File: config.mk
export PLATFORM = sky130hd
export DESIGN_NAME = mips_control
export DESIGN_NICKNAME = d
export VERILOG_FILES = /design/src/rtl/mips_control_pkg.sv /design/src/rtl/control_decoder.sv /design/src/rtl/mips_control.sv
export SDC_FILE = /design/constraint.sdc
export NUM_CORES = 1
export LEC_CHECK = 0
export BUFFER_PORTS_ARGS = -buffer_cell sky130_fd_sc_hd__clkbuf_2
export CAP_MARGIN = 20
export CORE_ASPECT_RATIO = 0.75
export CORE_MARGIN = 4
export CORE_UTILIZATION = 50
export CTS_BUF_LIST = sky130_fd_sc_hd__clkbuf_4 sky130_fd_sc_hd__clkbuf_8 sky130_fd_sc_hd__clkbuf_16
export CTS_CLUSTER_SIZE = 30
export DETAILED_ROUTE_END_ITERATION = 8
export PLACE_DENSITY = 0.88
export SKIP_CTS_REPAIR_TIMING = 1
export SYNTH_ARGS = -nofsm -noshare
export SYNTH_HDL_FRONTEND = slang
export SYNTH_SLANG_ARGS = --single-unit
File: constraint.sdc
create_clock -name i_clock -period 2 [get_ports i_clock]
set_input_delay 0.2 -clock i_clock [delete_from_list [all_inputs] [get_ports i_clock]]
set_output_delay 0.2 -clock i_clock [all_outputs]
set_load 0.01 [all_outputs]
File: src/rtl/mips_control_pkg.sv
// Shared constants and types for the MIPS ID-stage main control unit:
// opcode/funct encodings, ALU codes, memory-width codes and the control bundle.
package mips_control_pkg;

  localparam int CANT_BITS_INSTRUCTION           = 32;
  localparam int CANT_BITS_FLAG_BRANCH           = 3;
  localparam int CANT_BITS_ALU_OP                = 2;
  localparam int CANT_BITS_ALU_CONTROL           = 4;
  localparam int CANT_BITS_ESPECIAL              = 6;
  localparam int CANT_BITS_ID_LSB                = 6;
  localparam int CANT_BITS_SELECT_BYTES_MEM_DATA = 2;

  localparam logic [CANT_BITS_INSTRUCTION-1:0] HALT_INSTR = '0;

  localparam logic [CANT_BITS_ESPECIAL-1:0]
    OP_SPECIAL = 6'h00, OP_J    = 6'h02, OP_JAL  = 6'h03, OP_BEQ  = 6'h04,
    OP_BNE     = 6'h05, OP_ADDI = 6'h08, OP_SLTI = 6'h0A, OP_ANDI = 6'h0C,
    OP_ORI     = 6'h0D, OP_XORI = 6'h0E, OP_LUI  = 6'h0F, OP_LB   = 6'h20,
    OP_LH      = 6'h21, OP_LW   = 6'h23, OP_LBU  = 6'h24, OP_LHU  = 6'h25,
    OP_LWU     = 6'h27, OP_SB   = 6'h28, OP_SH   = 6'h29, OP_SW   = 6'h2B;

  localparam logic [CANT_BITS_ID_LSB-1:0]
    FN_SLL  = 6'h00, FN_SRL  = 6'h02, FN_SRA  = 6'h03, FN_SLLV = 6'h04,
    FN_SRLV = 6'h06, FN_SRAV = 6'h07, FN_JR   = 6'h08, FN_JALR = 6'h09,
    FN_ADDU = 6'h21, FN_SUBU = 6'h23, FN_AND  = 6'h24, FN_OR   = 6'h25,
    FN_XOR  = 6'h26, FN_NOR  = 6'h27, FN_SLT  = 6'h2A;

  typedef enum logic [CANT_BITS_ALU_OP-1:0] {
    ALUOP_LDST   = 2'b00,
    ALUOP_BRANCH = 2'b01,
    ALUOP_RTYPE  = 2'b10,
    ALUOP_IMM    = 2'b11
  } alu_op_e;

  typedef enum logic [CANT_BITS_ALU_CONTROL-1:0] {
    ALU_SLL  = 4'b0000, ALU_SRL  = 4'b0001, ALU_SRA  = 4'b0010, ALU_SLLV = 4'b0011,
    ALU_SRLV = 4'b0100, ALU_SRAV = 4'b0101, ALU_ADD  = 4'b0110, ALU_SUB  = 4'b0111,
    ALU_AND  = 4'b1000, ALU_OR   = 4'b1001, ALU_XOR  = 4'b1010, ALU_NOR  = 4'b1011,
    ALU_SLT  = 4'b1100, ALU_LUI  = 4'b1101
  } alu_ctrl_e;

  typedef enum logic [CANT_BITS_SELECT_BYTES_MEM_DATA-1:0] {
    SEL_NONE = 2'b00,
    SEL_BYTE = 2'b01,
    SEL_HALF = 2'b10,
    SEL_WORD = 2'b11
  } mem_sel_e;

  typedef struct packed {
    logic      reg_dst;
    logic      reg_write;
    logic      alu_src;
    alu_op_e   alu_op;
    alu_ctrl_e alu_ctrl;
    logic      mem_read;
    logic      mem_write;
    logic      mem_to_reg;
    mem_sel_e  mem_sel;
  } ctrl_t;

  function automatic ctrl_t load_ctrl(input mem_sel_e sel);
    ctrl_t c;
    c            = '0;
    c.reg_write  = 1'b1;
    c.alu_src    = 1'b1;
    c.alu_op     = ALUOP_LDST;
    c.alu_ctrl   = ALU_ADD;
    c.mem_read   = 1'b1;
    c.mem_to_reg = 1'b1;
    c.mem_sel    = sel;
    return c;
  endfunction

  function automatic ctrl_t store_ctrl(input mem_sel_e sel);
    ctrl_t c;
    c           = '0;
    c.alu_src   = 1'b1;
    c.alu_op    = ALUOP_LDST;
    c.alu_ctrl  = ALU_ADD;
    c.mem_write = 1'b1;
    c.mem_sel   = sel;
    return c;
  endfunction

  function automatic ctrl_t imm_ctrl(input alu_ctrl_e op);
    ctrl_t c;
    c           = '0;
    c.reg_write = 1'b1;
    c.alu_src   = 1'b1;
    c.alu_op    = ALUOP_IMM;
    c.alu_ctrl  = op;
    return c;
  endfunction

  function automatic ctrl_t rtype_ctrl(input alu_ctrl_e op);
    ctrl_t c;
    c           = '0;
    c.reg_dst   = 1'b1;
    c.reg_write = 1'b1;
    c.alu_op    = ALUOP_RTYPE;
    c.alu_ctrl  = op;
    return c;
  endfunction

endpackage

File: src/rtl/control_decoder.sv
// Combinational decode of opcode/funct into the control bundle.
// HALT and anything unrecognised decode to an all-zero, side-effect-free bundle.
module control_decoder
  import mips_control_pkg::*;
(
  input  logic [CANT_BITS_INSTRUCTION-1:0] instruction,
  output ctrl_t                            ctrl
);

  logic [CANT_BITS_ESPECIAL-1:0] opcode;
  logic [CANT_BITS_ID_LSB-1:0]   funct;
  logic                          unused_fields;

  assign opcode        = instruction[31:26];
  assign funct         = instruction[5:0];
  assign unused_fields = ^instruction[25:6];

  always_comb begin
    ctrl = '0;
    // HALT shares its encoding with SLL R0,R0,0, so it must be filtered first
    if (instruction != HALT_INSTR) begin
      case (opcode)
        OP_SPECIAL: begin
          case (funct)
            FN_SLL:  ctrl = rtype_ctrl(ALU_SLL);
            FN_SRL:  ctrl = rtype_ctrl(ALU_SRL);
            FN_SRA:  ctrl = rtype_ctrl(ALU_SRA);
            FN_SLLV: ctrl = rtype_ctrl(ALU_SLLV);
            FN_SRLV: ctrl = rtype_ctrl(ALU_SRLV);
            FN_SRAV: ctrl = rtype_ctrl(ALU_SRAV);
            FN_ADDU: ctrl = rtype_ctrl(ALU_ADD);
            FN_SUBU: ctrl = rtype_ctrl(ALU_SUB);
            FN_AND:  ctrl = rtype_ctrl(ALU_AND);
            FN_OR:   ctrl = rtype_ctrl(ALU_OR);
            FN_XOR:  ctrl = rtype_ctrl(ALU_XOR);
            FN_NOR:  ctrl = rtype_ctrl(ALU_NOR);
            FN_SLT:  ctrl = rtype_ctrl(ALU_SLT);
            FN_JALR: begin
              ctrl.reg_dst   = 1'b1;
              ctrl.reg_write = 1'b1;
              ctrl.alu_ctrl  = ALU_ADD;
            end
            default: ctrl = '0;
          endcase
        end
        OP_LB, OP_LBU:  ctrl = load_ctrl(SEL_BYTE);
        OP_LH, OP_LHU:  ctrl = load_ctrl(SEL_HALF);
        OP_LW, OP_LWU:  ctrl = load_ctrl(SEL_WORD);
        OP_SB:          ctrl = store_ctrl(SEL_BYTE);
        OP_SH:          ctrl = store_ctrl(SEL_HALF);
        OP_SW:          ctrl = store_ctrl(SEL_WORD);
        OP_ADDI:        ctrl = imm_ctrl(ALU_ADD);
        OP_ANDI:        ctrl = imm_ctrl(ALU_AND);
        OP_ORI:         ctrl = imm_ctrl(ALU_OR);
        OP_XORI:        ctrl = imm_ctrl(ALU_XOR);
        OP_LUI:         ctrl = imm_ctrl(ALU_LUI);
        OP_SLTI:        ctrl = imm_ctrl(ALU_SLT);
        OP_BEQ, OP_BNE: begin
          ctrl.alu_op   = ALUOP_BRANCH;
          ctrl.alu_ctrl = ALU_SUB;
        end
        // link register R31 is selected in the datapath, not here
        OP_JAL:         ctrl.reg_write = 1'b1;
        default:        ctrl = '0;
      endcase
    end
  end

endmodule

File: src/rtl/mips_control.sv
// ID-stage main control: registers the decoded control bundle toward ID/EX.
// Outputs freeze while the stage enable is low; reset clears them asynchronously.
module mips_control
  import mips_control_pkg::*;
(
  input  logic                                       i_clock,
  input  logic                                       i_soft_reset,
  input  logic [CANT_BITS_INSTRUCTION-1:0]           i_instruction,
  input  logic                                       i_enable_etapa,
  output logic                                       o_RegDst,
  output logic                                       o_RegWrite,
  output logic                                       o_ALUSrc,
  output logic [CANT_BITS_ALU_OP-1:0]                o_ALUOp,
  output logic [CANT_BITS_ALU_CONTROL-1:0]           o_ALUCtrl,
  output logic                                       o_MemRead,
  output logic                                       o_MemWrite,
  output logic                                       o_MemtoReg,
  output logic [CANT_BITS_SELECT_BYTES_MEM_DATA-1:0] o_select_bytes_mem_datos
);

  ctrl_t ctrl_next;
  ctrl_t ctrl_reg;

  control_decoder u_decoder (
    .instruction (i_instruction),
    .ctrl        (ctrl_next)
  );

  always_ff @(posedge i_clock or posedge i_soft_reset) begin
    if (i_soft_reset)
      ctrl_reg <= '0;
    else if (i_enable_etapa)
      ctrl_reg <= ctrl_next;
  end

  assign o_RegDst                 = ctrl_reg.reg_dst;
  assign o_RegWrite               = ctrl_reg.reg_write;
  assign o_ALUSrc                 = ctrl_reg.alu_src;
  assign o_ALUOp                  = ctrl_reg.alu_op;
  assign o_ALUCtrl                = ctrl_reg.alu_ctrl;
  assign o_MemRead                = ctrl_reg.mem_read;
  assign o_MemWrite               = ctrl_reg.mem_write;
  assign o_MemtoReg               = ctrl_reg.mem_to_reg;
  assign o_select_bytes_mem_datos = ctrl_reg.mem_sel;

endmodule

Word level (Yosys, flattened, before mapping):

Cells that the tools add are included.
W data, S select, Z words.

* eq/ne operators: 31
* mux-type cells: 9
* reductions and logical operators: 13

Operators with widths (count)
* $eq A6 B6 Y1 const B: 16
* $pmux W6 S9: 1
* $pmux W4 S12: 1
* $eq A6 B4 Y1 const B: 7
* $reduce_bool A32 Y1: 1
* $eq A6 B3 Y1 const B: 5
* $pmux W5 S6: 1
* $reduce_or A13 Y1: 2
* $eq A6 B2 Y1 const B: 3
* $reduce_or A15 Y1: 1
* $mux W14: 1
* $reduce_or A14 Y1: 1
* $logic_not A6 Y1: 2
* $reduce_or A2 Y1: 5
* $reduce_or A9 Y1: 1
* $mux W2: 2
* $pmux W1 S2: 2
* $mux W1: 1

* register bits: 14
* input bits: 35

Logic depth before layout (Yosys ltp):

* depth after elaboration: 5
* depth in mapped cells: 6
* mapped depth without buffers: 5

Modules after synthesis:

From an unflattened synthesis, not the netlist that was laid out.

* cell total of the unflattened synthesis: 123
* area total of the unflattened synthesis: 1102.3 µm²

By module, submodules not included
* control_decoder: instances 1, cells each 93, area each 579.3 µm², sequential area each 0.0 µm²
* mips_control: instances 1, cells each 30, area each 523.0 µm², sequential area each 350.3 µm²

Worst setup path after synthesis:

OpenSTA, ideal clock, no wires.

* path type: in2reg
* start: input port i_instruction[29]
* end: register ctrl_reg (netlist bit o_ALUOp[1])
* setup time: 122 ps
* arrival time: 1221 ps
* required time: 1878 ps
* slack: 658 ps
* stages on the path: 6
* path buffers: 1
* cells stage by stage: buf_4 nor2_2 nand4_4 nor3_4 nor4b_4 a32o_1

* cells in the longest elaborated chain, start to end: 4

Ends and longest elaborated chain
* start: declaration: RTL line mips_control.sv:8 `input logic [CANT_BITS_INSTRUCTION-1:0] i_instruction,`
* $eq A6 B6 Y1 or $eq A6 B3 Y1 (tied branches): RTL line control_decoder.sv:22 `case (opcode)`
* $reduce_or A9 Y1 (no line) or $reduce_or A2 Y1 (tied branches)
* $pmux W6 S9: RTL line control_decoder.sv:22
* $mux W14 *: RTL line control_decoder.sv:21 `if (instruction != HALT_INSTR) begin`
* end signal: assignment: RTL line mips_control.sv:33 `ctrl_reg <= ctrl_next;`
* end: declaration: RTL line mips_control.sv:22 `ctrl_t ctrl_reg;`

Mark *: on every way between the ends. The rest lies on a longest branch, timed or not.
A chain may end at the register's enable or synchronous reset.

Worst setup path after layout:

* start: input port i_instruction[0]
* end: register ctrl_reg (netlist bit o_ALUOp[1])

* cells in the longest elaborated chain, start to end: 5

Ends and longest elaborated chain
* $eq A6 B2 Y1 (tied with other cells): RTL line control_decoder.sv:24 `case (funct)`
* $reduce_or A13 Y1 (no line)
* $mux W2: RTL line control_decoder.sv:24
* $pmux W6 S9: RTL line control_decoder.sv:22
* $mux W14 *: RTL line control_decoder.sv:21

Marks and branches as above.

==> summary.txt <==
Setup path
  – CP endpoint kind: flop
  – Worst r2r src: o_ALUCtrl[2]
  – CP Launch Type: input pin
  – Slack of the worst reg-to-reg path: 1.08 ns
  – Critical path type: input pin to flop
  – Worst-path fanout max: 11
  – Worst r2r dst: o_ALUCtrl[2]
  – Crit path required time: 2.17 ns
  – Critical path arrival: 1.48 ns
  – R2R depth: 3
  – Critical Path Sink: o_ALUOp[1]
  – Crit. Startpoint: i_instruction[0]

CTS
  – CTS clock-pin slew for the worst setup and hold paths: 0.08 ns
  – Root buffer cell: clkbuf_4
  – Clock sink count: 13
  – Clk Latency, worst-skew pair: 0.28 ns
  – H-Tree Depth: 1
  – CTS tree: done
  – Worst-case clock buffer depth: 2
  – CTS Buf Count: 3

Timing
  – Fmax: 763 MHz
  – Setup TNS: 0 ns
  – Crit path time final: 1.31 ns
  – Max Slew Vio Count: 0
  – Setup Viol. Count Final: 0
  – Clk_skew: 0 ns
  – Crit share post-route: 0.655
  – Fin. Hold Viols: 0
  – Worst-Margin Slew: 0.516 ns
  – Relative slew slack: 0.655
  – Unrepaired setup endpoints after global routing: false

Yosys
  – Number of synthesized flops with an enable pin: 0
  – Post-Synthesis Cell Area: 0.00117 mm2
  – Top cells by area, synth: dfrtp_1 28%, a21oi_1 4.3%, nor2b_1 3.7%
  – Syn nets: 176
  – Synth unique cells: 49
  – Top_reg_cell synth: dfrtp_1
  – #FFs+latches synth: 13
  – Synthesized area per cell: 8.32 um2
  – Post-synth top area share: 0.277
  – Seq/Total Area, Yosys: 0.277
  – Syn Inst Count: 141
  – Yosys warning count: 0
  – Synth async-reset ratio: 1.00
  – Area leader, netlist: dfrtp_1

Detailed routing
  – Routed vias: 1,270
  – DRC Markers: 0
  – Starting DRT DRC Count: 128
  – Antenna-violating nets left: 0
  – Final wirelength: 3240 um
  – WL/cell: 15.0 um
  – TritonRoute pass-1 iters: 4
  – Vias per inst: 5.88

Floorplan
  – I/O Pins: 49
  – Initial Utilization: 0.554
  – Core area: 0.00212 mm2
  – Die extent in x: 63.9 um
  – Height of the chip: 50.0 um
  – Die area: 0.00319 mm2
  – Core Rows: 14

GRT
  – Total grt overflow: 0
  – Vias in the first global route: 1,229
  – Antenna violations before repair: 0
  – First-pass GRT wire length: 5570 um
  – Total GRT Usage: 0.219
  – Largest net degree at the start of global routing: 17

Placed design
  – Post-DP HPWL: 2570 um
  – GPL Wtd Cong: 0.833
  – Port bufs: 48

Hold path
  – Worst hold path type: input pin to flop

Power
  – Power per cell area: 466 mW/mm2
  – Total Power: 0.664 mW
  – Sw Share: 0.320
  – Sw power: 0.212 mW
  – Maximum VDD drop: 0.000380 V
  – Logic pwr share: 0.306
  – Static Leak: 0.663 nW
  – Internal: 0.452 mW
  – Reg power frac: 0.428
  – Clock Power Share: 0.266

Finish
  – Share of cells above drive strength 1: 0.370
  – Area delta synth->final: 21.4%
  – Multi-input gate area: 738 um2
  – # diodes: 0
  – Fillers: 168
  – Net count, final: 220
  – FF+latch area: 325 um2
  – Highest-count cells in the layout ignoring fill and taps: 48 x clkbuf_2, 13 x dfrtp_1
  – Most common cell after layout, fill and taps aside: clkbuf_2

Run
  – Max_cap viols: 0

Run status
  – Status: finished clean
## stage by stage
stage	cell area [um2]	std cells	hold slack, ns	utilization	worst slack, ns
detailed placement	1390	211	0.232	0.653	0.396
floorplan	1170	141	0.0770	-	0.658
global placement	1390	211	0.210	0.653	0.417
global route	1430	216	0.258	0.672	0.614
finish	1430	216	0.255	0.672	0.690
CTS	1420	215	-0.0772	0.668	0.689
## registers in the layout (all words and copies together) (netlist names)
register and cells:
o_ALUCtrl 4, o_MemRead 1, o_RegDst 1, o_MemWrite 1, o_RegWrite 1, o_ALUSrc 1
o_select_bytes_mem_datos 2, o_ALUOp 2
## power groups by stage
stage	clock network [mW]	registers (mW)	logic [mW]
floorplan	0	0.296	0.121
global placement	0	0.289	0.191
detailed placement	0	0.290	0.199
CTS	0.181	0.284	0.200
global route	0.204	0.286	0.225
finish	0.176	0.284	0.203
## worst max-delay path, cell delays in order
cell and delay (ns):
clkbuf_2 0.18, nor4_2 0.29, nand4_1 0.20, nor3_4 0.28, nor4b_4 0.08, a32o_1 0.25
## worst min path at each step
stage                      start            to  slack, ns  depth (start not counted)
4_1_cts             i_soft_reset  o_ALUCtrl[0]      -0.08                          2
3_5_place_dp        i_soft_reset  o_ALUCtrl[3]       0.23                          2
5_1_grt        i_instruction[29]     o_MemRead       0.26                          2
2_1_floorplan       i_soft_reset  o_ALUCtrl[0]       0.08                          1
3_3_place_gp        i_soft_reset    o_ALUOp[0]       0.21                          2
6_report       i_instruction[29]     o_MemRead       0.25                          2
## metal layers
layer	up-vias	wire length (um)	GRT usage
li1	605	-	-
met1	563	1380	0.291
met2	94	1440	0.345
met3	8	353	0.0500
met4	0	58	0.0789
met5	-	0	0
## cell usage after synthesis (all sizes together) (3+ instances only)
cell type  count
a2bb2oi        3
nand2b         4
o211ai         4
nand2         10
o2bb2ai        3
a31oi          5
o21ai          9
dfrtp         13
nand3          6
a21oi         10
nor4           6
nor2b          8
nor2          13
inv           11
buf            9
nor3           4
## area by class of cell
cell class	count	area share
clock buffer	4	0.0211
inverter	11	0.0290
multi-input combinational	107	0.518
sequential	13	0.228
tap	32	0.0281
timing repair buffer	49	0.176
## logic make-up (layout without fill, tap and decap cells)
| group | after synthesis | in the layout | synth area share |
|---|---|---|---|
| AO/OA/AOI/OAI | 43 | 43 | 0.260 |
| buffers and inverters | 21 | 64 | 0.0938 |
| XOR/XNOR | 1 | 1 | 0.00746 |
| AND/OR/NAND/NOR | 63 | 63 | 0.361 |
| flip-flops | 13 | 13 | 0.277 |
(Power assumes the default switching activity.)
